[config.mk]
export PLATFORM = sky130hd
export DESIGN_NAME = seq_hit_logger
export DESIGN_NICKNAME = d
export VERILOG_FILES = /design/src/rtl/seq_pkg.sv /design/src/rtl/seq_ts_fifo.sv /design/src/rtl/seq_hit_logger.sv
export SDC_FILE = /design/constraint.sdc
export NUM_CORES = 1
export LEC_CHECK = 0
export CAP_MARGIN = 5
export CORE_ASPECT_RATIO = 1.75
export CORE_UTILIZATION = 30
export CTS_CLUSTER_SIZE = 40
export DETAILED_ROUTE_END_ITERATION = 12
export GPL_TIMING_DRIVEN = 1
export SLEW_MARGIN = 15
export SYNTH_ARGS = -nofsm -noshare
export SYNTH_HDL_FRONTEND = slang
export SYNTH_SLANG_ARGS = --single-unit
[constraint.sdc]
create_clock -name clk -period 3.6 [get_ports clk]
set_input_delay 0.54 -clock clk [delete_from_list [all_inputs] [get_ports clk]]
set_output_delay 0.54 -clock clk [all_outputs]
set_load 0.03 [all_outputs]
[src/rtl/seq_pkg.sv]
// Shared definitions for the 1011 detector and its hit logger: default widths,
// the timestamp word type and the detector state encoding.
package seq_pkg;

    localparam int TS_WIDTH_DEF  = 16;
    localparam int CNT_WIDTH_DEF = 8;
    localparam int DEPTH_DEF     = 4;

    typedef logic [TS_WIDTH_DEF-1:0] ts_t;

    typedef enum logic [2:0] {
        IDLE     = 3'd0,
        SEQ_1    = 3'd1,
        SEQ_10   = 3'd2,
        SEQ_101  = 3'd3,
        SEQ_1011 = 3'd4
    } det_state_e;

    // Pointer width with one extra wrap bit above the index.
    function automatic int ptr_width(input int depth);
        return $clog2(depth) + 1;
    endfunction

endpackage

[src/rtl/seq_ts_fifo.sv]
// Synchronous FIFO for timestamps. Pointers carry a wrap bit so full and empty
// are distinguished without a separate count register.
module seq_ts_fifo
    import seq_pkg::*;
#(
    parameter int WIDTH = TS_WIDTH_DEF,
    parameter int DEPTH = DEPTH_DEF
) (
    input  logic                   clk,
    input  logic                   reset,
    input  logic                   push,
    input  logic                   pop,
    input  logic [WIDTH-1:0]       wdata,
    output logic [WIDTH-1:0]       rdata,
    output logic                   full,
    output logic                   empty,
    output logic [$clog2(DEPTH):0] level
);

    localparam int AW = $clog2(DEPTH);
    localparam int PW = ptr_width(DEPTH);
    localparam logic [PW-1:0] PTR_ONE = {{(PW-1){1'b0}}, 1'b1};

    logic [PW-1:0]    wr_ptr_q, wr_ptr_d;
    logic [PW-1:0]    rd_ptr_q, rd_ptr_d;
    logic [WIDTH-1:0] mem_q [DEPTH];
    logic [WIDTH-1:0] mem_d [DEPTH];
    logic             wr_en_s;
    logic             rd_en_s;

    assign empty   = (wr_ptr_q == rd_ptr_q);
    assign full    = (wr_ptr_q[AW-1:0] == rd_ptr_q[AW-1:0]) && (wr_ptr_q[AW] != rd_ptr_q[AW]);
    assign level   = wr_ptr_q - rd_ptr_q;
    assign rdata   = mem_q[rd_ptr_q[AW-1:0]];
    // A pop frees the slot in the same edge, so a full FIFO still accepts a push.
    assign rd_en_s = pop && !empty;
    assign wr_en_s = push && (!full || rd_en_s);

    // Next-state for pointers and storage.
    always_comb begin
        wr_ptr_d = wr_ptr_q;
        rd_ptr_d = rd_ptr_q;
        mem_d    = mem_q;
        if (wr_en_s) begin
            mem_d[wr_ptr_q[AW-1:0]] = wdata;
            wr_ptr_d                = wr_ptr_q + PTR_ONE;
        end else begin
            wr_ptr_d = wr_ptr_q;
        end
        if (rd_en_s) begin
            rd_ptr_d = rd_ptr_q + PTR_ONE;
        end else begin
            rd_ptr_d = rd_ptr_q;
        end
    end

    // Pointer registers; reset empties the FIFO.
    always_ff @(posedge clk) begin
        if (reset) begin
            wr_ptr_q <= {PW{1'b0}};
            rd_ptr_q <= {PW{1'b0}};
        end else begin
            wr_ptr_q <= wr_ptr_d;
            rd_ptr_q <= rd_ptr_d;
        end
    end

    // Storage array; contents are meaningless while empty so no reset.
    always_ff @(posedge clk) begin
        mem_q <= mem_d;
    end

endmodule

[src/rtl/seq_hit_logger.sv]
// Timestamps detector hits against a free-running counter, queues them for a
// valid/ready consumer and keeps hit count, sticky overflow and threshold irq.
module seq_hit_logger
    import seq_pkg::*;
#(
    parameter int TS_WIDTH  = TS_WIDTH_DEF,
    parameter int DEPTH     = DEPTH_DEF,
    parameter int CNT_WIDTH = CNT_WIDTH_DEF
) (
    input  logic                   clk,
    input  logic                   reset,
    input  logic                   seq_seen,
    input  logic                   clear,
    input  logic [CNT_WIDTH-1:0]   thresh,
    output logic [CNT_WIDTH-1:0]   hit_count,
    output logic                   irq,
    output logic                   overflow,
    output logic                   ts_valid,
    output logic [TS_WIDTH-1:0]    ts_data,
    input  logic                   ts_ready,
    output logic [$clog2(DEPTH):0] fifo_level
);

    localparam logic [TS_WIDTH-1:0]  TS_ONE  = {{(TS_WIDTH-1){1'b0}}, 1'b1};
    localparam logic [CNT_WIDTH-1:0] HIT_ONE = {{(CNT_WIDTH-1){1'b0}}, 1'b1};
    localparam logic [CNT_WIDTH-1:0] HIT_MAX = {CNT_WIDTH{1'b1}};

    logic [TS_WIDTH-1:0]  ts_q, ts_d;
    logic [CNT_WIDTH-1:0] hit_q, hit_d;
    logic                 overflow_q, overflow_d;
    logic                 fifo_full_s;
    logic                 fifo_empty_s;
    logic                 pop_s;
    logic                 drop_s;

    assign pop_s  = !fifo_empty_s && ts_ready;
    assign drop_s = seq_seen && fifo_full_s && !pop_s;

    seq_ts_fifo #(
        .WIDTH (TS_WIDTH),
        .DEPTH (DEPTH)
    ) u_fifo (
        .clk   (clk),
        .reset (reset),
        .push  (seq_seen),
        .pop   (pop_s),
        .wdata (ts_q),
        .rdata (ts_data),
        .full  (fifo_full_s),
        .empty (fifo_empty_s),
        .level (fifo_level)
    );

    // Next-state for timestamp, saturating hit count and sticky overflow.
    always_comb begin
        ts_d       = ts_q + TS_ONE;
        hit_d      = hit_q;
        overflow_d = overflow_q;
        if (clear) begin
            // An event coinciding with clear is the first event of the new epoch.
            hit_d      = seq_seen ? HIT_ONE : {CNT_WIDTH{1'b0}};
            overflow_d = drop_s;
        end else begin
            if (seq_seen && (hit_q != HIT_MAX)) begin
                hit_d = hit_q + HIT_ONE;
            end else begin
                hit_d = hit_q;
            end
            overflow_d = overflow_q | drop_s;
        end
    end

    // State registers.
    always_ff @(posedge clk) begin
        if (reset) begin
            ts_q       <= {TS_WIDTH{1'b0}};
            hit_q      <= {CNT_WIDTH{1'b0}};
            overflow_q <= 1'b0;
        end else begin
            ts_q       <= ts_d;
            hit_q      <= hit_d;
            overflow_q <= overflow_d;
        end
    end

    assign hit_count = hit_q;
    assign overflow  = overflow_q;
    assign ts_valid  = !fifo_empty_s;
    assign irq       = (thresh != {CNT_WIDTH{1'b0}}) && (hit_q >= thresh);

endmodule

==> qor.csv <==
metric,value,unit
clk_skew,0.00551,ns
I/O Buffers,42,
Simple-Gate Fraction of Synth Area,10.1,%
gpl congestion,0.774,
CP startpoint kind,input port,
Post-Synth XOR/XNOR Area,3.92,%
"Seq/Total Area, Yosys",63.1,%
Synth Area in Adders,5.78,%
critical path required time,3.06,ns
post-route ant nets,0,
Worst Setup End Kind,output pin,
pin count of the biggest net entering global routing,28,
status,"complete, no violations",
final setup TNS,0,ns
antenna cells,0,
crit path DAT,2.62,ns
placed cell count,498,
Final min period,3.16,ns
"flops & latches, synth",95,
drt pass-1 iters,4,
fin util,38.2,%
Avg WL per Cell,14.4,µm
core area,0.0130,mm²
area fraction of the dominant cell type after synthesis,47.7,%
Finished Layout Cells,514,
"commonest cells after routing, fill and taps aside","edfxtp_1, clkdlybuf4s50_1, dfxtp_1, nor2_1, inv_1",
Initial Util,31.0,%
Setup Slack @ Placement,0.467,ns
row count,55,
Area Growth Syn to Fin,23.6,%
Syn Std Cell Area,0.00403,mm²
vias per cell,4.72,
first-pass GRT wire length,12400,µm
Final Hold Fails,0,
worst-margin pin slew,0.778,ns
Syn Area/Cell,14.0,µm²
initial antenna violation count,0,
fmax,0.317,GHz
Clock Tree Buf Depth,2,
Final nets,369,
count of final setup violators,0,
largest family of logic cells by synthesized area,simple AND/OR/NAND/NOR gates,
Synth Area in Compound Gates,4.91,%
worst hold slack,0.536,ns
FILL cells,1221,
vias after detailed routing,2426,
TritonCTS clock tree,built,
final worst slack,0.441,ns
"commonest non-fill, non-tap cell in the layout",edfxtp_1,
CP max-delay cell,clkdlybuf4s50_1,
fraction of layout cells with a size suffix above 1,13.4,%
H-Tree Depth,3,
Pwr per Cell Area,548,mW/mm²
total wire length,7380,µm
clk sinks,95,
CP peak stage delay,0.69,ns
Root Driver,clkbuf_16,
critical-path cell list,"clkdlybuf4s50_1, inv_1, ha_1, nand3_1, a221o_1, a31oi_1, clkdlybuf4s50_1",
Slew headroom,48.1,%
RSZ-0062 raised after global routing,false,
Ys Warns,0,
mux cell area share after synthesis,9.45,%
PostCTS Resize Cnt,0,
Syn Inst Count,287,
"top cells by area, synth","edfxtp_1, dfxtp_1, mux4_2, ha_1, xnor2_1",
total of max-cap violations,0,
cts hold-fix bufs,0,
crit share post-route,87.8,%
DRC viols,0,
number of global-route vias before repair,2573,
Final Max Tran Viols,0,
# IOs,43,
Storage cell area,0.00254,mm²
Die ar.,0.0139,mm²
"critical path fanouts, max",3,
Yosys top cell by area,edfxtp_1,
DR iter-0 viols,88,
syn_nets,318,
clock transition at the registers of the reported paths,0.06,ns
area of the multi-input gates,0.00138,mm²
die height,155,µm
DP HPWL,5100,µm
Max rail drop VDD,0.249,mV
Static Leak,1.69,nW
post-CTS setup buffers,0,
Crit path top cell by count,clkdlybuf4s50_1,
GRT Overall Usage,11.9,%
Skew-Pair Late Insertion Delay,0.33,ns
CTS Buf Count,9,
synth unique cells,36,
worst min-delay path category,reg -> reg,
GRT Residual Overflow,0,
kind of critical path,in -> out,
Die Span X,89.6,µm
cell usage after synthesis:
cell / number
mux2i_1: 2
and4_2: 2
nor4_1: 6
nand2_1: 10
or3_1: 3
ha_1: 17
nand2b_1: 1
o211ai_1: 1
o311ai_2: 1
nor2_1: 26
xnor2_1: 13
mux4_2: 16
a21oi_1: 6
dfxtp_1: 31
or2_4: 1
a311oi_1: 3
a41oi_1: 1
clkbuf_1: 5
fa_1: 1
nor2b_1: 2
nor3_1: 9
edfxtp_1: 64
buf_2: 2
and2_1: 3
nand4_1: 4
o21ai_0: 10
inv_1: 19
a31oi_1: 5
nand4_2: 1
xor2_1: 5
a211oi_1: 1
o31a_2: 1
a221o_1: 1
or2_2: 2
buf_4: 1
nand3_1: 11
worst max-delay path: cells and delay by family:
family | cells | cell delay, ns
compound gates | 2 | 0.44
fa+ha+maj | 1 | 0.31
buf+inv | 3 | 1.24
simple gates | 1 | 0.08
area by class of cell:
cell class              instances  area share, %
clock buffers                   9           4.53
multi-input cells             165           27.7
flip-flops and latches         95           51.1
clock inverters                 7           1.61
repair buffers                 48           9.36
well taps                     171           4.30
inverters                      19           1.43
flip-flops by register name, indices dropped and copies added (netlist names):
| signal | cells |
|---|---|
| overflow | 1 |
| hit_count | 8 |
| u_fifo.rd_ptr_q | 3 |
| ts_q | 16 |
| u_fifo.mem_q | 64 |
| u_fifo.wr_ptr_q | 3 |
per-layer routing:
| layer | wire length [µm] | vias up | GRT usage, % |
|---|---|---|---|
| met5 | 0 | - | 0 |
| met4 | 144 | 0 | 4.76 |
| met3 | 256 | 11 | 2.55 |
| met2 | 4160 | 48 | 21.7 |
| met1 | 2810 | 1179 | 12.8 |
| li1 | - | 1188 | - |
logic make-up after synthesis:
group,after synthesis
flops,95
simple gates,81
compound gates,30
buf+inv,27
xor+xnor,18
mux,18
fa+ha+maj,18
per-stage QoR:
stage,power (mW),instance area [µm²]
global route,2.84,4970
detailed placement,1.82,4670
CTS,2.77,4970
global placement,1.81,4670
floorplan,1.60,4030
finish,2.73,4970
report_power, final:
group / total (mW) / internal [mW] / switching (mW)
logic: 0.552 / 0.247 / 0.304
registers: 1.23 / 1.20 / 0.0226
clock network: 0.949 / 0.547 / 0.402
total: 2.73 / 2.00 / 0.729
final timing paths:
kind	start	end	slack (ns)	depth (start not counted)
setup / recovery	thresh[6]	irq	0.44	7
hold / removal	ts_q[0]$_SDFF_PP0_	ts_q[0]$_SDFF_PP0_	0.54	1
setup reg to reg	u_fifo.rd_ptr_q[1]$_SDFFE_PP0P_	u_fifo.mem_q[8]$_DFFE_PP_	1.38	5
hold reg to reg	ts_q[0]$_SDFF_PP0_	ts_q[0]$_SDFF_PP0_	0.54	1
Power figures use the tool's default switching activity.
